[config.mk]
export PLATFORM = sky130hd
export DESIGN_NAME = javk_alu_ctrl
export DESIGN_NICKNAME = d
export VERILOG_FILES = /design/src/rtl/javk_alu_ctrl.sv
export SDC_FILE = /design/constraint.sdc
export NUM_CORES = 1
export LEC_CHECK = 0
export ABC_AREA = 0
export ABC_CLOCK_PERIOD_IN_PS = 4300
export CAP_MARGIN = 20
export CORE_AREA = 2 2 74 76
export CTS_CLUSTER_SIZE = 24
export DETAILED_ROUTE_END_ITERATION = 6
export DIE_AREA = 0 0 76 78
export HOLD_SLACK_MARGIN = 0.08
export PLACE_DENSITY = 0.92
export SYNTH_ARGS = -nofsm -noshare
export SYNTH_HDL_FRONTEND = slang
export SYNTH_SLANG_ARGS = --single-unit
[constraint.sdc]
create_clock -name clk -period 4.3 [get_ports clk]
set_input_delay 1.075 -clock clk [delete_from_list [all_inputs] [get_ports clk]]
set_output_delay 1.075 -clock clk [all_outputs]
set_load 0.03 [all_outputs]
[src/rtl/javk_alu_ctrl.sv]
// JAVK execution core: instruction decoder plus 8-bit ALU on accumulator A.
// Holds the {V,N,C,Z} flags that steer conditional jumps.
module javk_alu_ctrl (
  input  logic       clk,
  input  logic       rst,
  input  logic [7:0] instr,
  input  logic [7:0] a,
  input  logic [7:0] b,
  output logic [7:0] alu_out,
  output logic [3:0] flags,
  output logic       alu_we,
  output logic [3:0] reg_sel,
  output logic [3:0] addr_offset,
  output logic       fetch,
  output logic       we,
  output logic       jmp,
  output logic       jpl,
  output logic       branch,
  output logic       mva,
  output logic       mvb,
  output logic [1:0] reg16_dst,
  output logic [1:0] reg16_src,
  output logic       nibble_read,
  output logic       nibble_hl,
  output logic [3:0] nibble_out
);

  logic [3:0] op;
  logic [3:0] n;
  logic [3:0] flags_q;
  logic [3:0] flags_d;
  logic [7:0] res;
  logic [8:0] sum;
  logic       cOut;
  logic       vOut;
  logic       cond;
  logic       aluWeRaw, fetchRaw, weRaw, jmpRaw, jplRaw, branchRaw;
  logic       mvaRaw, mvbRaw, nibReadRaw;

  assign op = instr[7:4];
  assign n  = instr[3:0];

  always_comb begin
    res  = 8'h00;
    sum  = 9'h000;
    cOut = 1'b0;
    vOut = 1'b0;
    case (op)
      4'h1: begin
        sum  = {1'b0, a} + {1'b0, b};
        res  = sum[7:0];
        cOut = sum[8];
        vOut = (a[7] == b[7]) && (res[7] != a[7]);
      end
      4'h2: begin
        // Ninth bit of the 9-bit difference is the borrow (a < b).
        sum  = {1'b0, a} - {1'b0, b};
        res  = sum[7:0];
        cOut = sum[8];
        vOut = (a[7] != b[7]) && (res[7] != a[7]);
      end
      4'h3: res = a & b;
      4'h4: res = a | b;
      4'h5: res = a ^ b;
      4'h6: begin
        res = (n < 4'd8) ? (a << n[2:0]) : 8'h00;
        if (n != 4'd0 && n <= 4'd8) cOut = a[3'(4'd8 - n)];
      end
      4'h7: begin
        res = (n < 4'd8) ? (a >> n[2:0]) : 8'h00;
        if (n != 4'd0 && n <= 4'd8) cOut = a[3'(n - 4'd1)];
      end
      4'h8: begin
        res  = 8'(({a, a}) >> n[2:0]);
        cOut = (n[2:0] != 3'd0) && res[7];
      end
      default: res = 8'h00;
    endcase
  end

  assign flags_d = {vOut, res[7], cOut, (res == 8'h00)};

  // Condition is evaluated on the flags from the previous ALU instruction.
  always_comb begin
    case (instr[2:0])
      3'd0:    cond = 1'b1;
      3'd1:    cond = flags_q[0];
      3'd2:    cond = !flags_q[0];
      3'd3:    cond = flags_q[1];
      3'd4:    cond = !flags_q[1];
      3'd5:    cond = flags_q[2];
      3'd6:    cond = !flags_q[2];
      default: cond = flags_q[3];
    endcase
  end

  always_comb begin
    aluWeRaw    = 1'b0;
    fetchRaw    = 1'b0;
    weRaw       = 1'b0;
    jmpRaw      = 1'b0;
    jplRaw      = 1'b0;
    branchRaw   = 1'b0;
    mvaRaw      = 1'b0;
    mvbRaw      = 1'b0;
    nibReadRaw  = 1'b0;
    reg_sel     = 4'h0;
    addr_offset = 4'h0;
    reg16_dst   = 2'd0;
    reg16_src   = 2'd0;
    nibble_hl   = 1'b0;
    nibble_out  = 4'h0;
    case (op)
      4'h1, 4'h2, 4'h3, 4'h4, 4'h5: begin
        aluWeRaw = 1'b1;
        reg_sel  = n;
      end
      4'h6, 4'h7, 4'h8: aluWeRaw = 1'b1;
      4'h9: begin
        mvaRaw  = 1'b1;
        reg_sel = n;
      end
      4'hA, 4'hB: begin
        nibReadRaw = 1'b1;
        nibble_out = n;
        nibble_hl  = op[0];
      end
      4'hC, 4'hD: begin
        fetchRaw    = 1'b1;
        addr_offset = n;
        weRaw       = op[0];
      end
      4'hE: begin
        jplRaw    = instr[3];
        jmpRaw    = !instr[3];
        branchRaw = cond;
      end
      4'hF: begin
        mvbRaw    = 1'b1;
        reg16_dst = instr[3:2];
        reg16_src = instr[1:0];
      end
      default: ;
    endcase
  end

  // Strobes are held off during reset; the data outputs keep decoding.
  assign alu_we      = aluWeRaw   & rst;
  assign fetch       = fetchRaw   & rst;
  assign we          = weRaw      & rst;
  assign jmp         = jmpRaw     & rst;
  assign jpl         = jplRaw     & rst;
  assign branch      = branchRaw  & rst;
  assign mva         = mvaRaw     & rst;
  assign mvb         = mvbRaw     & rst;
  assign nibble_read = nibReadRaw & rst;
  assign alu_out     = res;
  assign flags       = flags_q;

  always_ff @(posedge clk) begin
    if (!rst)        flags_q <= 4'h0;
    else if (alu_we) flags_q <= flags_d;
  end

endmodule

==> results.cfg <==
[yosys]
synth-main-ff-cell = dfxtp_1
async_flop_share = 0
ys_top_cells_by_area = ha_1 15%, mux4_2 10%, nor2_1 5.7%, a21oi_1 4.7%, inv_1 4.7%
synth_area_per_cell_um2 = 7.23
postSynthCellCount = 357
ys_seq_area_frac = 0.0310
ys_ff_latch = 4
synth_top_area_cell = ha_1
synth_cell_types = 62
synth_nets = 416
synth_top_area_share = 0.150
yosysMostFrequentCell = nor2_1
synth_edf_count = 0
yosys-top-cells-count = 39 x nor2_1, 32 x inv_1, 31 x ha_1
netlist_area_um2 = 2580
synth_warnings = 0

[run_status]
outcome = complete, but fails checks
violations = DRC, setup timing

[cts]
cts_sinks = 4
htreeDepth = 1
cts-root-buf = clkbuf_8
clkLatencyLatePin_ns = 0.22
cts_tree = yes
path_clk_slew_ns = 0.03
cts_made_buffers = 3
ctsHoldBuffers = 0
cts.path.max_buffers = 2

[final_layout]
multi_input_area_um2 = 2520
fill_cells = 265
largest_reg_flops = 4
fin_util = 0.850
syn2layout_area_growth_pct = 66.0
seqCellArea_um2 = 80.1
drive_gt1_frac = 0.422
nets = 568
instances_no_fill = 577
post-route-cell-area_um2 = 4290
antenna_cells = 0

[power]
power_leakage_nw = 2.06
p_total_mw = 0.667
powerDensity_nw_per_um2 = 156
peakVddDrop_uv = 124

[grt]
grt_pass1_vias = 3644
grt_start_max_net_pins = 15
grt_pass1_wl_um = 18200
grt_use_total = 0.381
antenna_found_initial = 0
overflow = 0

[place]
port_buffers = 63
post-dp-hpwl_um = 8490
placed_area_um2 = 3830
place.gp.congestion = 1.06
dpl.cell_count = 559

[critical_path]
reg2reg_depth = 3
critPathKind = in -> out
reg2reg_to = flags[1]
rrSetupSlack_ns = 3.48
critPathArrivalTime_ns = 3.30
worstSetupEndpointType = output pin
cp_max_fo = 13
crit_path_start_kind = primary input
reg2reg_from = flags[1]
required_ns = 3.22

[sta]
finalMaxSlewViolations = 0
fin_ws_ns = -0.0800
finalSetupViolations = 4
fin_skew_ns = 0
max_slew.worst_pin.slew_ns = 0.433
period_share = 1.02
fmax_ghz = 0.228
layout_min_cycle_time_ns = 4.38
finalHoldViolCount = 0
rsz0062_at_grt = yes
maxSlewHeadroom = 0.707

[run]
drv_cap = 0

[die]
dieHeight_um = 78
dieArea_um2 = 5930
io_pins = 64
rows = 26
core_um2 = 5040
die_x_um = 76
initial_core_util = 0.512

[routing]
drt_pass1_iterations = 7
drt-vias-per-instance = 7.07
routed-via-count = 4081
wl_per_cell_um = 22.9
ant_nets = 0
drcViolationCount = 1
drtIter0Drc = 788
postRouteWirelength_um = 13200

[worst_hold_path]
hold_path_end = flags[3]
hp-start = flags[3]
min_path_cells = 2
hold_path.class = reg -> reg
[stage by stage]
step | setup TNS, ns | hold WS [ns] | setup WS (ns)
floorplan | 0 | 0.591 | 0.0207
global placement | -0.784 | 0.466 | -0.256
detailed placement | -1.36 | 0.474 | -0.372
CTS | -0.0847 | 0.500 | -0.0847
global route | -0.250 | 0.535 | -0.147
finish | -0.150 | 0.520 | -0.0800
[kinds of logic (layout without fill, tap and decap cells)]
family / count (synthesis) / in the layout / synth area share
and+or+nand+nor: 142 / 142 / 0.293
AOI/OAI and AO/OA: 88 / 88 / 0.234
buffers and inverters: 60 / 210 / 0.0969
adders and majority gates: 33 / 33 / 0.166
muxes: 25 / 25 / 0.162
xor gates and xnor gates: 5 / 5 / 0.0170
DFF: 4 / 4 / 0.0310
[power breakdown]
part / total [mW] / internal (mW) / switching, mW / leakage [nW]
sequential: 0.0430 / 0.0403 / 0.00263 / 0.0328
combinational: 0.544 / 0.246 / 0.298 / 2.01
clock: 0.0807 / 0.0598 / 0.0208 / 0.0216
[layer usage]
metal	track usage	vias up	routed length (um)
li1	-	1626	-
met2	0.653	460	5850
met4	0.260	0	1430
met5	0.00909	-	0
met1	0.427	1806	4260
met3	0.0767	189	1680
[layout make-up]
type	count	share of cell area
timing repair buffer	173	0.335
tap	70	0.0204
clock buffer	3	0.00963
sequential	4	0.0187
multi-input combinational	293	0.587
inverter	34	0.0298
[cells in the final DEF, fill, tap and decap left out, types with 10 or more instances in the layout]
cell type / count
mux4_2: 13
nand2_1: 19
inv_2: 10
buf_4: 133
nor3_1: 12
nor2_1: 38
clkdlybuf4s50_1: 13
and3_1: 13
dlymetal6s2s_1: 12
mux2i_1: 10
o21ai_0: 11
nand3_1: 12
inv_1: 24
a21oi_1: 20
ha_1: 19
[what timing repair did]
action	in CTS	in global routing
endpoints found under the setup margin	9	12
buffers inserted	6	9
pin swaps	8	17
endpoints found under the hold margin	0	0
resized for setup	32	58
[worst max path at each step]
| stage | start | endpoint | slack (ns) |
|---|---|---|---|
| after CTS | a[1] | alu_out[6] | -0.08 |
| after global routing | instr[0] | alu_out[6] | -0.15 |
| after detailed placement | b[0] | alu_out[6] | -0.37 |
| after floorplan | a[0] | alu_out[6] | 0.02 |
| after global placement | a[0] | alu_out[6] | -0.26 |
| final | a[7] | alu_out[7] | -0.08 |
[worst max-delay path, stage by stage]
cell             delay (ns)
clkdlybuf4s50_1        0.53
buf_4                  0.22
inv_1                  0.08
ha_1                   0.37
o211ai_1               0.24
a21oi_1                0.14
a311oi_1               0.22
o211ai_1               0.21
buf_4                  0.22
Note: power is estimated with default switching activity, not from simulation.
